<file path="config.mk">
export PLATFORM = sky130hd
export DESIGN_NAME = apb_slave_regbank_flat
export DESIGN_NICKNAME = d
export VERILOG_FILES = /design/src/rtl/apb_slave_regbank_if.sv /design/src/rtl/apb_slave_regbank.sv /design/src/flat_wrapper.sv
export SDC_FILE = /design/constraint.sdc
export NUM_CORES = 1
export LEC_CHECK = 0
export CAP_MARGIN = 10
export CORE_ASPECT_RATIO = 1.25
export CORE_MARGIN = 2
export CORE_UTILIZATION = 69
export CTS_CLUSTER_DIAMETER = 40
export DETAILED_ROUTE_END_ITERATION = 8
export DONT_BUFFER_PORTS = 1
export PLACE_DENSITY = 0.82
export SETUP_SLACK_MARGIN = 0.2
export SYNTH_ARGS = -nofsm -noshare
export SYNTH_HDL_FRONTEND = slang
export SYNTH_SLANG_ARGS = --single-unit
</file>
<file path="constraint.sdc">
create_clock -name PCLK -period 5.6 [get_ports PCLK]
set_input_delay 0.84 -clock PCLK [delete_from_list [all_inputs] [get_ports PCLK]]
set_output_delay 0.84 -clock PCLK [all_outputs]
set_load 0.05 [all_outputs]
</file>
<file path="src/rtl/apb_slave_regbank_if.sv">
// rtl/apb_slave_regbank_if.sv - APB4 bus bundle between the APB master and one register-bank completer
// Ports: none; carries PSEL/PENABLE/PWRITE/PADDR/PWDATA/PSTRB plus the check bits
//        PADDRCHK/PWDATACHK/PSTRBCHK from the master, and PRDATA/PREADY/PSLVERR/PRDATACHK
//        back from the completer.
// Modports: master drives the request side, slave drives the response side.
interface apb_slave_regbank_if #(
  parameter int ADDR_WIDTH = 32,
  parameter int DATA_WIDTH = 32
);
  logic                    PSEL;
  logic                    PENABLE;
  logic                    PWRITE;
  logic [ADDR_WIDTH-1:0]   PADDR;
  logic [DATA_WIDTH-1:0]   PWDATA;
  logic [DATA_WIDTH/8-1:0] PSTRB;
  logic [ADDR_WIDTH/8-1:0] PADDRCHK;
  logic [DATA_WIDTH/8-1:0] PWDATACHK;
  logic                    PSTRBCHK;
  logic [DATA_WIDTH-1:0]   PRDATA;
  logic                    PREADY;
  logic                    PSLVERR;
  logic [DATA_WIDTH/8-1:0] PRDATACHK;

  modport master (
    output PSEL, PENABLE, PWRITE, PADDR, PWDATA, PSTRB, PADDRCHK, PWDATACHK, PSTRBCHK,
    input  PRDATA, PREADY, PSLVERR, PRDATACHK
  );

  modport slave (
    input  PSEL, PENABLE, PWRITE, PADDR, PWDATA, PSTRB, PADDRCHK, PWDATACHK, PSTRBCHK,
    output PRDATA, PREADY, PSLVERR, PRDATACHK
  );
endinterface

</file>
<file path="src/rtl/apb_slave_regbank.sv">
// rtl/apb_slave_regbank.sv - APB4 completer serving NUM_REGS R/W registers with wait states, strobes and parity
// Ports:
//   PCLK     in   APB clock
//   PRESETn  in   async active-low reset
//   apb      slave side of the APB bus (request + check bits in, response + PRDATACHK out)
//   regs_q   out  flattened register contents, reg i at [i*DATA_WIDTH +: DATA_WIDTH]
//   par_err  out  completion-cycle pulse {strb,wdata,addr} parity mismatch
module apb_slave_regbank #(
  parameter int                  ADDR_WIDTH   = 32,
  parameter int                  DATA_WIDTH   = 32,
  parameter int                  NUM_REGS     = 8,
  parameter int                  OFFSET_WIDTH = 12,
  parameter int                  WAIT_STATES  = 0,
  parameter logic [NUM_REGS-1:0] RO_MASK      = '0
) (
  input  logic                         PCLK,
  input  logic                         PRESETn,
  apb_slave_regbank_if.slave           apb,
  output logic [NUM_REGS*DATA_WIDTH-1:0] regs_q,
  output logic [2:0]                   par_err
);
  localparam int          NB         = DATA_WIDTH / 8;
  localparam int          AB         = ADDR_WIDTH / 8;
  localparam int          IDX_W      = (NUM_REGS > 1) ? $clog2(NUM_REGS) : 1;
  localparam logic [3:0]  WS         = 4'(WAIT_STATES);
  localparam logic [31:0] NUM_REGS_U = NUM_REGS;

  typedef enum logic {IDLE, ACCESS} state_t;

  state_t              state;
  logic [3:0]          cnt;
  logic [DATA_WIDTH-1:0] regs [NUM_REGS];

  logic                setup_ph, access_ph, no_setup, done_ok, complete;
  logic [IDX_W-1:0]    idx;
  logic [31:0]         word_off;
  logic                addr_err, a_bad, w_bad, s_bad, ro_hit, slverr_c, commit;
  logic [AB-1:0]       addr_par;
  logic [NB-1:0]       wdata_par, rdata_par;
  logic [DATA_WIDTH-1:0] rdata_c;

  assign setup_ph  = apb.PSEL & ~apb.PENABLE;
  assign access_ph = apb.PSEL & apb.PENABLE;
  // An access phase that arrives without a preceding setup completes at once with an error.
  assign no_setup  = access_ph & (state == IDLE);
  assign done_ok   = access_ph & (state == ACCESS) & (cnt == 4'd0);
  // Gated by reset so the bus sees a quiet completer while PRESETn is held low.
  assign complete  = PRESETn & (no_setup | done_ok);

  assign idx      = apb.PADDR[2 +: IDX_W];
  assign word_off = 32'(apb.PADDR[OFFSET_WIDTH-1:2]);
  assign addr_err = (|apb.PADDR[1:0]) | (word_off >= NUM_REGS_U);

  always_comb begin
    addr_par  = '0;
    wdata_par = '0;
    for (int b = 0; b < AB; b++) addr_par[b]  = ^apb.PADDR[8*b +: 8];
    for (int b = 0; b < NB; b++) wdata_par[b] = ^apb.PWDATA[8*b +: 8];
  end

  assign a_bad    = (addr_par != apb.PADDRCHK);
  assign w_bad    = apb.PWRITE & (wdata_par != apb.PWDATACHK);
  assign s_bad    = apb.PWRITE & ((^apb.PSTRB) != apb.PSTRBCHK);
  assign ro_hit   = apb.PWRITE & ~addr_err & RO_MASK[idx];
  assign slverr_c = no_setup | addr_err | a_bad | w_bad | s_bad | ro_hit;
  assign commit   = complete & apb.PWRITE & ~slverr_c;

  always_comb begin
    rdata_c = '0;
    if (complete && !apb.PWRITE && !slverr_c) rdata_c = regs[idx];
  end

  always_comb begin
    rdata_par = '0;
    for (int b = 0; b < NB; b++) rdata_par[b] = ^rdata_c[8*b +: 8];
  end

  assign apb.PREADY    = complete;
  assign apb.PSLVERR   = complete & slverr_c;
  assign apb.PRDATA    = rdata_c;
  assign apb.PRDATACHK = rdata_par;
  assign par_err       = complete ? {s_bad, w_bad, a_bad} : 3'b000;

  always_ff @(posedge PCLK or negedge PRESETn) begin
    if (!PRESETn) begin
      state <= IDLE;
      cnt   <= 4'd0;
    end else begin
      unique case (state)
        IDLE: begin
          if (setup_ph) begin
            state <= ACCESS;
            cnt   <= WS;
          end
        end
        ACCESS: begin
          if (!apb.PSEL) begin
            // Master abandoned the transfer: drop it without committing.
            state <= IDLE;
          end else if (!apb.PENABLE) begin
            // Fresh setup while still in ACCESS restarts the wait count.
            cnt <= WS;
          end else if (cnt != 4'd0) begin
            cnt <= cnt - 4'd1;
          end else begin
            state <= IDLE;
          end
        end
        default: state <= IDLE;
      endcase
    end
  end

  // Single-edge commit: a reset mid-transfer can never leave a partially written register.
  always_ff @(posedge PCLK or negedge PRESETn) begin
    if (!PRESETn) begin
      for (int i = 0; i < NUM_REGS; i++) regs[i] <= '0;
    end else if (commit) begin
      for (int b = 0; b < NB; b++)
        if (apb.PSTRB[b]) regs[idx][8*b +: 8] <= apb.PWDATA[8*b +: 8];
    end
  end

  always_comb begin
    regs_q = '0;
    for (int i = 0; i < NUM_REGS; i++) regs_q[i*DATA_WIDTH +: DATA_WIDTH] = regs[i];
  end
endmodule

</file>
<file path="src/flat_wrapper.sv">
// flat-port wrapper written by rule: the top's interface ports become plain ports
module apb_slave_regbank_flat 
#(
  parameter int                  ADDR_WIDTH   = 32,
  parameter int                  DATA_WIDTH   = 32,
  parameter int                  NUM_REGS     = 8,
  parameter int                  OFFSET_WIDTH = 12,
  parameter int                  WAIT_STATES  = 0,
  parameter logic [NUM_REGS-1:0] RO_MASK      = '0
)
  (PCLK, PRESETn, regs_q, par_err, apb_PSEL, apb_PENABLE, apb_PWRITE, apb_PADDR, apb_PWDATA, apb_PSTRB, apb_PADDRCHK, apb_PWDATACHK, apb_PSTRBCHK, apb_PRDATA, apb_PREADY, apb_PSLVERR, apb_PRDATACHK);
  apb_slave_regbank_if #(.ADDR_WIDTH(ADDR_WIDTH), .DATA_WIDTH(DATA_WIDTH)) apb_i ();
  input  logic PCLK;
  input  logic PRESETn;
  output logic [NUM_REGS*DATA_WIDTH-1:0] regs_q;
  output logic [2:0] par_err;
  input wire logic [$bits(apb_i.PSEL)-1:0] apb_PSEL;
  input wire logic [$bits(apb_i.PENABLE)-1:0] apb_PENABLE;
  input wire logic [$bits(apb_i.PWRITE)-1:0] apb_PWRITE;
  input wire logic [$bits(apb_i.PADDR)-1:0] apb_PADDR;
  input wire logic [$bits(apb_i.PWDATA)-1:0] apb_PWDATA;
  input wire logic [$bits(apb_i.PSTRB)-1:0] apb_PSTRB;
  input wire logic [$bits(apb_i.PADDRCHK)-1:0] apb_PADDRCHK;
  input wire logic [$bits(apb_i.PWDATACHK)-1:0] apb_PWDATACHK;
  input wire logic [$bits(apb_i.PSTRBCHK)-1:0] apb_PSTRBCHK;
  output wire logic [$bits(apb_i.PRDATA)-1:0] apb_PRDATA;
  output wire logic [$bits(apb_i.PREADY)-1:0] apb_PREADY;
  output wire logic [$bits(apb_i.PSLVERR)-1:0] apb_PSLVERR;
  output wire logic [$bits(apb_i.PRDATACHK)-1:0] apb_PRDATACHK;
  assign apb_i.PSEL = apb_PSEL;
  assign apb_i.PENABLE = apb_PENABLE;
  assign apb_i.PWRITE = apb_PWRITE;
  assign apb_i.PADDR = apb_PADDR;
  assign apb_i.PWDATA = apb_PWDATA;
  assign apb_i.PSTRB = apb_PSTRB;
  assign apb_i.PADDRCHK = apb_PADDRCHK;
  assign apb_i.PWDATACHK = apb_PWDATACHK;
  assign apb_i.PSTRBCHK = apb_PSTRBCHK;
  assign apb_PRDATA = apb_i.PRDATA;
  assign apb_PREADY = apb_i.PREADY;
  assign apb_PSLVERR = apb_i.PSLVERR;
  assign apb_PRDATACHK = apb_i.PRDATACHK;
  apb_slave_regbank #(.ADDR_WIDTH(ADDR_WIDTH), .DATA_WIDTH(DATA_WIDTH), .NUM_REGS(NUM_REGS), .OFFSET_WIDTH(OFFSET_WIDTH), .WAIT_STATES(WAIT_STATES), .RO_MASK(RO_MASK)) u_core (.PCLK(PCLK), .PRESETn(PRESETn), .apb(apb_i), .regs_q(regs_q), .par_err(par_err));
endmodule
</file>
* Word-level counts from Yosys, hierarchy flattened *
Memories as Yosys holds them, arrays and structs flattened.
Index checks and enable logic that the tools add are counted.

operators by class
  $add $sub $neg = 1
  $lt $le $gt $ge = 4
  equality and inequality tests = 6
  multiplexer cells = 35
  bitwise operators = 25
  reduce and logical (&&, ||, !) cells = 22

operators with widths
  operator             number
  $mux 256             7
  $bwmux 256           4
  $demux 32 s3         4
  $mux 32              4
  $bmux 32 s3          1
  $reduce_xor 8->1     12
  $mux 24              1
  $mux 16              1
  $mux 4               4
  $and 1x1->1          13
  $ge 10x4->1 const B  1
  $mux 8               1
  $ne 4x4->1           2
  $pmux 4 s2           1
  $or 1x1->1           7
  $mux 1               5
  $ge 4x4->1 const B   1
  $logic_not 4->1      1
  $lt 3x4->1 const B   1
  $lt 4x1->1 const B   1
  $not 1->1            4
  $not 3->4            1
  $reduce_bool 4->1    1
  $reduce_xor 4->1     1
  11 further kinds     14

storage, ports and cells
  register bits after elaboration = 261
  ROM bits = 8
  bits of input ports = 82
  output and inout port bits = 297
  logic and storage cells = 104
  memories = 1

memories
  name             words  bits a word  rd ports  clocked after Yosys merged registers in  write ports  RTL line                 source
  (no name shown)  8      1            1         0                                        0            apb_slave_regbank.sv:64  assign ro_hit = apb.PWRITE & ~addr_err & RO_MASK[idx];

* Longest topological paths before layout *
Gate-level depths: netlist of the first run.

  depth after elaboration = 18
  gate-level depth with buffers = 12
  gate-level depth less buffers = 10

* Worst setup path before layout of the first run *
OpenSTA, ideal clock, no wires.

  path kind = input to output
  start point = in apb_PADDR[6]
  end point = out apb_PRDATA[6]
  arrival time = 3.633 ns
  data required time = 4.760 ns
  setup slack = 1.127 ns
  stages = 9
  path buffers = 1
  cell sequence = inv_1 -> ha_1 -> xnor3_1 -> xnor3_1 -> nor2_1 -> and3_1 -> nand4b_1 -> clkbuf_1 -> nor3_1

between the ends
  longest elaborated chain between the ends = 10
  elaborated cells on any way between the ends = 15
  classes of those cells = 1 x order compare; 1 x eq/ne; 1 x mux; 9 x bitwise; 3 x reduce/logical

ends and longest elaborated chain
  element                  RTL line                 source
  from (decl)              flat_wrapper.sv:20       input wire logic [$bits(apb_i.PADDR)-1:0] apb_PADDR;
  $ge 10x4->1              apb_slave_regbank.sv:52  assign addr_err = (|apb.PADDR[1:0]) | (word_off >= NUM_REGS_U);
  $or 1x1->1               apb_slave_regbank.sv:52
  $or 1x1->1 (4 in a row)  apb_slave_regbank.sv:65  assign slverr_c = no_setup | addr_err | a_bad | w_bad | s_bad | ro_hit;
  $or 1x1->1 *             apb_slave_regbank.sv:65
  $logic_not 1->1 *        apb_slave_regbank.sv:70  if (complete && !apb.PWRITE && !slverr_c) rdata_c = regs[idx];
  $logic_and 1x1->1 *      apb_slave_regbank.sv:70
  $mux 32 *                apb_slave_regbank.sv:70
  to (decl)                flat_wrapper.sv:26       output wire logic [$bits(apb_i.PRDATA)-1:0] apb_PRDATA;

Mark *: on every way between the ends. The rest lies on a longest branch, timed or not.

* Worst setup path after layout of the first run *
  start point = reg u_core.cnt[0]
  end point = out apb_PRDATA[29]

between the ends
  longest elaborated chain between the ends = 7

ends and longest elaborated chain
  element                         RTL line                  source
  from (decl)                     apb_slave_regbank.sv:31   logic [3:0] cnt;
  from (signal assigned)          apb_slave_regbank.sv:104  cnt <= cnt - 4'd1;
  $logic_not 4->1                 apb_slave_regbank.sv:46   assign done_ok = access_ph & (state == ACCESS) & (cnt == 4'd0);
  $and 1x1->1                     apb_slave_regbank.sv:46
  $or 1x1->1                      apb_slave_regbank.sv:48   assign complete = PRESETn & (no_setup | done_ok);
  $and 1x1->1                     apb_slave_regbank.sv:48
  net apb_PREADY                  flat_wrapper.sv:27        output wire logic [$bits(apb_i.PREADY)-1:0] apb_PREADY;
  $logic_and 1x1->1 (2 in a row)  apb_slave_regbank.sv:70
  $mux 32                         apb_slave_regbank.sv:70

The timed path passes the listed nets, and every way through them passes these cells.

==> results of run 1 <==
worst max-delay path, cell delays in order (launching register included):
cell	delay, ps
dfrtp_1	410
inv_1	90
ha_1	190
inv_1	50
o31ai_1	500
nand4_1	290
inv_1	450
nand4b_1	220
buf_4	280
nor2b_1	780
cell usage in the layout (no fill, tap or decap), types with 19 or more instances in the layout:
cell type and n:
o22ai_1 22, clkbuf_16 31, nand3_4 30, mux2_4 240, inv_1 19, xor2_1 22
mux2_2 39, o221ai_1 28, xnor2_1 35, dfrtp_1 261, nand2_1 21, mux2i_1 32
nor2_1 42
registers in the layout, summed over array words and instances, names as in the netlist:
name and flops:
u_core.cnt 4, u_core.regs_q 256, u_core.state 1
kinds of logic after synthesis:
family                   after synthesis  share of synthesized area [%]
XOR/XNOR                              75                          6.097
AND/OR/NAND/NOR                      140                          7.413
adder cells (fa/ha/maj)                8                         0.6794
buffers and inverters                 94                          3.881
flip-flops                           261                          44.33
AO/OA/AOI/OAI                        107                          5.392
multiplexers                         328                          32.21
through the flow:
step	setup WS, ps	utilization (%)	instances	cell area (um^2)
floorplan	1127	-	1013	14730
global placement	1467	70.34	1226	14700
detailed placement	1414	70.34	1226	14700
CTS	1024	75.79	1282	15830
global route	747.7	76.05	1284	15890
finish	945.5	76.05	1284	15890
routing by layer:
layer | global-route usage [%] | wire [um] | vias to the layer above
met2 | 60.69 | 20990 | 530
met3 | 12.32 | 4169 | 121
li1 | - | - | 3643
met4 | 14.46 | 1813 | 0
met5 | 0 | 0 | -
met1 | 45.46 | 15790 | 4741
power by group:
part	internal (mW)	switching, mW	total, mW
clock network	1.37	0.841	2.21
logic	0.184	0.223	0.407
registers	1.90	0.0134	1.91
total	3.45	1.08	4.53
cell type report:
class	instances	area [um^2]	area share, %
Timing Repair Buffer	15	165.2	1.040
Tap cell	274	342.8	2.158
Sequential cell	261	6531	41.11
Multi-Input combinational cell	658	7636	48.06
Clock buffer	37	848.3	5.339
Inverter	20	75.07	0.4725
Clock inverter	19	289.0	1.819
what timing repair did:
action	in CTS	in global routing
setup endpoints to repair	0	0
buffers inserted	0	0
endpoints found under the hold margin	261	196
how the worst max path moves through the flow:
stage | startpoint | to | slack, ps
3_3_place_gp | apb_PADDR[3] | apb_PRDATACHK[3] | 1470
4_1_cts | u_core.cnt[0]$_DFFE_PN0P_ | apb_PRDATACHK[0] | 1020
3_5_place_dp | apb_PADDR[6] | apb_PRDATACHK[0] | 1410
6_report | u_core.cnt[0]$_DFFE_PN0P_ | apb_PRDATA[29] | 950
5_1_grt | u_core.cnt[0]$_DFFE_PN0P_ | apb_PRDATA[29] | 750
2_1_floorplan | apb_PADDR[6] | apb_PRDATA[6] | 1130
==> impl_metrics.tcl, run 1 <==
set metrics [dict create \
    cts_tree "yes" \
    finalMaxSlewViolations 0 \
    clk_latency_ps 560 \
    fp.dieW_um 134.7 \
    slew_headroom_pct 30.75 \
    routed_wl_um 42760 \
    finalSetupTns_ps 0 \
    vias 9035 \
    via_per_inst 7.037 \
    antenna_left 0 \
    core_area_um2 20890 \
    total_leakage_power_nw 8.074 \
    ir_worst_vdd_mv 0.3982 \
    path_clk_slew_ps 60 \
    syn_area_per_cell_um2 14.55 \
    grt_pass1_vias 9538 \
    min-delay-path-class "input pin to async pin" \
    rrSetupSlack_ps 1770 \
    start_kind "flop" \
    syn_inst 1013 \
    start_util_pct 70.53 \
    period_needed_ps 4655 \
    synth_area_um2 14730 \
    path_max_fanout 18 \
    synth_ff_type "dfrtp_1" \
    worstMarginPinSlew_ps 1042 \
    synth_common_cells "261 x dfrtp_1, 240 x mux2_4, 42 x nor2_1, 39 x mux2_2, 35 x xnor2_1" \
    reg2reg_depth 11 \
    clock_tree.root_cell "clkbuf_16" \
    die_h_um 167.4 \
    cts_resized 0 \
    synth_largest_area_cell "dfrtp_1" \
    hpwl_um 28540 \
    grt_usage_pct 37.05 \
    yosysMostFrequentCell "dfrtp_1" \
    power.total_mw 4.527 \
    grt_pass1_wl_um 62660 \
    clock_sinks 261 \
    r2r_start "u_core.cnt[0]$_DFFE_PN0P_" \
    htree_levels 1 \
    fin_nets 1077 \
    reg2reg_to "u_core.regs_q[32]$_DFFE_PN0P_" \
    drive_above_1_share_pct 40.50 \
    status "finished clean" \
    dr.pass1.iters 5 \
    gp_congestion 0.9261 \
    rsz0062_at_grt "no" \
    ios 379 \
    ys_warn_count 0 \
    cts.path.max_buffers 3 \
    dieArea_um2 22550 \
    period_share_pct 83.12 \
    cap_violations 0 \
    finalHoldViolations 0 \
    route.detailed.wl_per_inst_um 33.30 \
    area_delta_synth_final_pct 7.829 \
    grt-ovfl-total 0 \
    fmax_ghz 0.2148 \
    synth_top_area_share_pct 44.33 \
    power_density_nw_per_um2 284.9 \
    synth_area_leaders "dfrtp_1 44%, mux2_4 24%, nand3_4 3.6%" \
    setup_viol 0 \
    critPathRequiredTime_ps 4760 \
    grt_max_degree 263 \
    nFillCells 1262 \
    critical_path_arrival_ps 3810 \
    drt_iter0_drc 734 \
    skew_ps 11.82 \
    crit_path_end_kind "output port" \
    async_flop_share_pct 100.0 \
    num_rows 59 \
    holdWs_ps 160.8 \
    portBuffers 0 \
    drc 0 \
    worstSetupPathType "flop to output port" \
    syn-num-nets 1103 \
    antenna_found_initial 0 \
    ys_ff_latch 261 \
    netlist-cell-type-count 58 \
    ys_seq_area_share_pct 44.33 \
    n_antenna_cell 0 \
    cts_buffers 31 \
    synth_edf_count 0 \
]
No activity file was read; power rests on OpenSTA's default activity.
==> run 2, diff against run 1 <==
--- a/config.mk
+++ b/config.mk
@@ -8,11 +8,11 @@
 export CAP_MARGIN = 10
 export CORE_ASPECT_RATIO = 1.25
 export CORE_MARGIN = 2
-export CORE_UTILIZATION = 69
+export CORE_UTILIZATION = 65
 export CTS_CLUSTER_DIAMETER = 40
 export DETAILED_ROUTE_END_ITERATION = 8
 export DONT_BUFFER_PORTS = 1
-export PLACE_DENSITY = 0.82
+export PLACE_DENSITY = 0.78
 export SETUP_SLACK_MARGIN = 0.2
 export SYNTH_ARGS = -nofsm -noshare
 export SYNTH_HDL_FRONTEND = slang
==> constraint.sdc (replaced) <==
create_clock -name PCLK -period 4.3 [get_ports PCLK]
set_input_delay 0.645 -clock PCLK [delete_from_list [all_inputs] [get_ports PCLK]]
set_output_delay 0.645 -clock PCLK [all_outputs]
set_load 0.05 [all_outputs]
==> run 2 against run 1 <==
  * The flow now finishes with violations (hold timing)
  * Clock power rose by 18%
  * Critical path type unchanged
  * Setup slack got worse by 520 ps
  * Non-clock buffer count increased by 35
  * Sequential share of layout area is 0.27 points lower
  * Critical endpoint is now apb_PRDATACHK[3]
  * Register-to-register slack worse by 840 ps
  * First-iteration DRC count fell by 5.3%
  * Die area increased by 6.0%
  * Sequential cell count stayed put
==> impl_metrics.tcl, run 2 (synthesis results as in run 1) <==
set metrics [dict create \
    start_util_pct 66.11 \
    fin_nets 1112 \
    violations "hold timing" \
    antenna_found_initial 0 \
    dr.pass1.iters 7 \
    holdWs_ps -205.9 \
    mostFrequentLayoutCell "dfrtp_1" \
    dieArea_um2 23900 \
    power_density_nw_per_um2 348.6 \
    final_cell_mix "261 x dfrtp_1, 240 x mux2_4, 49 x buf_4, 42 x nor2_1, 39 x mux2_2" \
    skew_ps 22.07 \
    finalSetupTns_ps 0 \
    grt_pass1_wl_um 62390 \
    drt_iter0_drc 695 \
    route.detailed.wl_per_inst_um 31.90 \
    grt_pass1_vias 9546 \
    drive_above_1_share_pct 42.03 \
    cts.path.max_buffers 3 \
    worstMarginPinSlew_ps 915.5 \
    crit_buf_inv 6 \
    clock_sinks 261 \
    crit_path_end_kind "output port" \
    gp_congestion 0.8478 \
    cpMaxStageDelayCell "dfrtp_1" \
    n_antenna_cell 0 \
    slew_headroom_pct 38.97 \
    hpwl_um 28520 \
    cap_violations 0 \
    core_area_um2 22290 \
    ir_worst_vdd_mv 0.3806 \
    area_delta_synth_final_pct 8.534 \
    cp_cell_sequence "inv_1 -> ha_1 -> inv_1 -> o31ai_2 -> nand4_1 -> inv_1 -> buf_4 -> nand4b_1 -> buf_4 -> nor2_1 -> buf_4" \
    finalMaxSlewViolations 0 \
    path_clk_slew_ps 60 \
    status "complete, but fails checks" \
    cts_buffers 31 \
    routed_wl_um 42270 \
    min-delay-path-class "input pin to async pin" \
    period_needed_ps 3878 \
    fmax_ghz 0.2578 \
    portBuffers 0 \
    rrSetupSlack_ps 930 \
    ios 379 \
    vias 9116 \
    die_h_um 172.3 \
    grt-ovfl-total 0 \
    grt_max_degree 263 \
    drc 0 \
    cp_slowest_stage_delay_ps 410 \
    path_max_fanout 36 \
    clock_tree.root_cell "clkbuf_16" \
    postCtsSetupRepairBufs 0 \
    htree_levels 1 \
    start_kind "flop" \
    critical_path_arrival_ps 3230 \
    largest_reg_flops 256 \
    antenna_left 0 \
    clk_latency_ps 570 \
    crit_family "buffers and inverters" \
    total_leakage_power_nw 8.178 \
    fp.dieW_um 138.7 \
    worstSetupPathType "flop to output port" \
    rsz0062_at_grt "no" \
    setup_viol 0 \
    num_rows 61 \
    via_per_inst 6.880 \
    period_share_pct 90.19 \
    finalHoldViolations 261 \
    cts_tree "yes" \
    critPathRequiredTime_ps 3650 \
    grt_usage_pct 34.48 \
]
## run 2: cell count changes in the layout (fill, tap and decap cells not counted), sizes merged
cell	before	now
buf	15	50
bufinv	6	3
inv	24	21
clkbuf	37	39
clkinvlp	3	4
## run 2: per-stage QoR
stage	utilization, %	total power, mW	setup WS [ps]	instances	area, um^2
5_1_grt	71.76	5.707	327.0	1325	15990
3_5_place_dp	67.24	3.008	735.9	1272	14980
4_1_cts	71.73	5.569	335.5	1325	15990
3_3_place_gp	67.24	3.000	764.0	1272	14980
6_report	71.76	5.574	421.7	1325	15990
2_1_floorplan	-	2.995	216.7	1013	14730
## run 2: final timing paths
kind,from,to,cells past startpoint
worst max-delay path,u_core.cnt[0]$_DFFE_PN0P_,apb_PRDATACHK[3],11
worst min-delay path,PRESETn,u_core.regs_q[152]$_DFFE_PN0P_,0
worst max register to register,u_core.cnt[0]$_DFFE_PN0P_,u_core.regs_q[127]$_DFFE_PN0P_,12
worst min register to register,u_core.cnt[1]$_DFFE_PN0P_,u_core.cnt[1]$_DFFE_PN0P_,2
max in group asynchronous,PRESETn,u_core.regs_q[29]$_DFFE_PN0P_,0
min in group PCLK,apb_PENABLE,u_core.state$_DFF_PN0_,1
## run 2: power breakdown
part / switching [mW] / internal [mW]
clock network: 1.05 / 1.55
registers: 0.0202 / 2.47
logic: 0.240 / 0.241
## run 2: per-layer routing
layer | wire [um] | up-vias | part of all wire [%] | GRT usage [%]
met4 | 1962 | 0 | 4.6 | 14.23
met2 | 20390 | 550 | 48 | 55.77
met3 | 4025 | 133 | 9.5 | 10.47
met1 | 15890 | 4726 | 38 | 43.82
met5 | 0 | - | 0 | 0
li1 | - | 3707 | - | -
## run 2: what timing repair did
action | in CTS | in global routing
gates resized for setup | 0 | 1
endpoints found under the hold margin | 261 | 261
endpoints found under the setup margin | 0 | 24
## run 2: area by class of cell
type                    instances  area (um^2)
multi-input cells             658         7641
flip-flops and latches        261         6531
fillers                      1474         6295
clock buffers                  39        835.8
repair buffers                 50        387.9
well taps                     283        354.1
clock inverters                14        166.4
inverters                      20        75.07
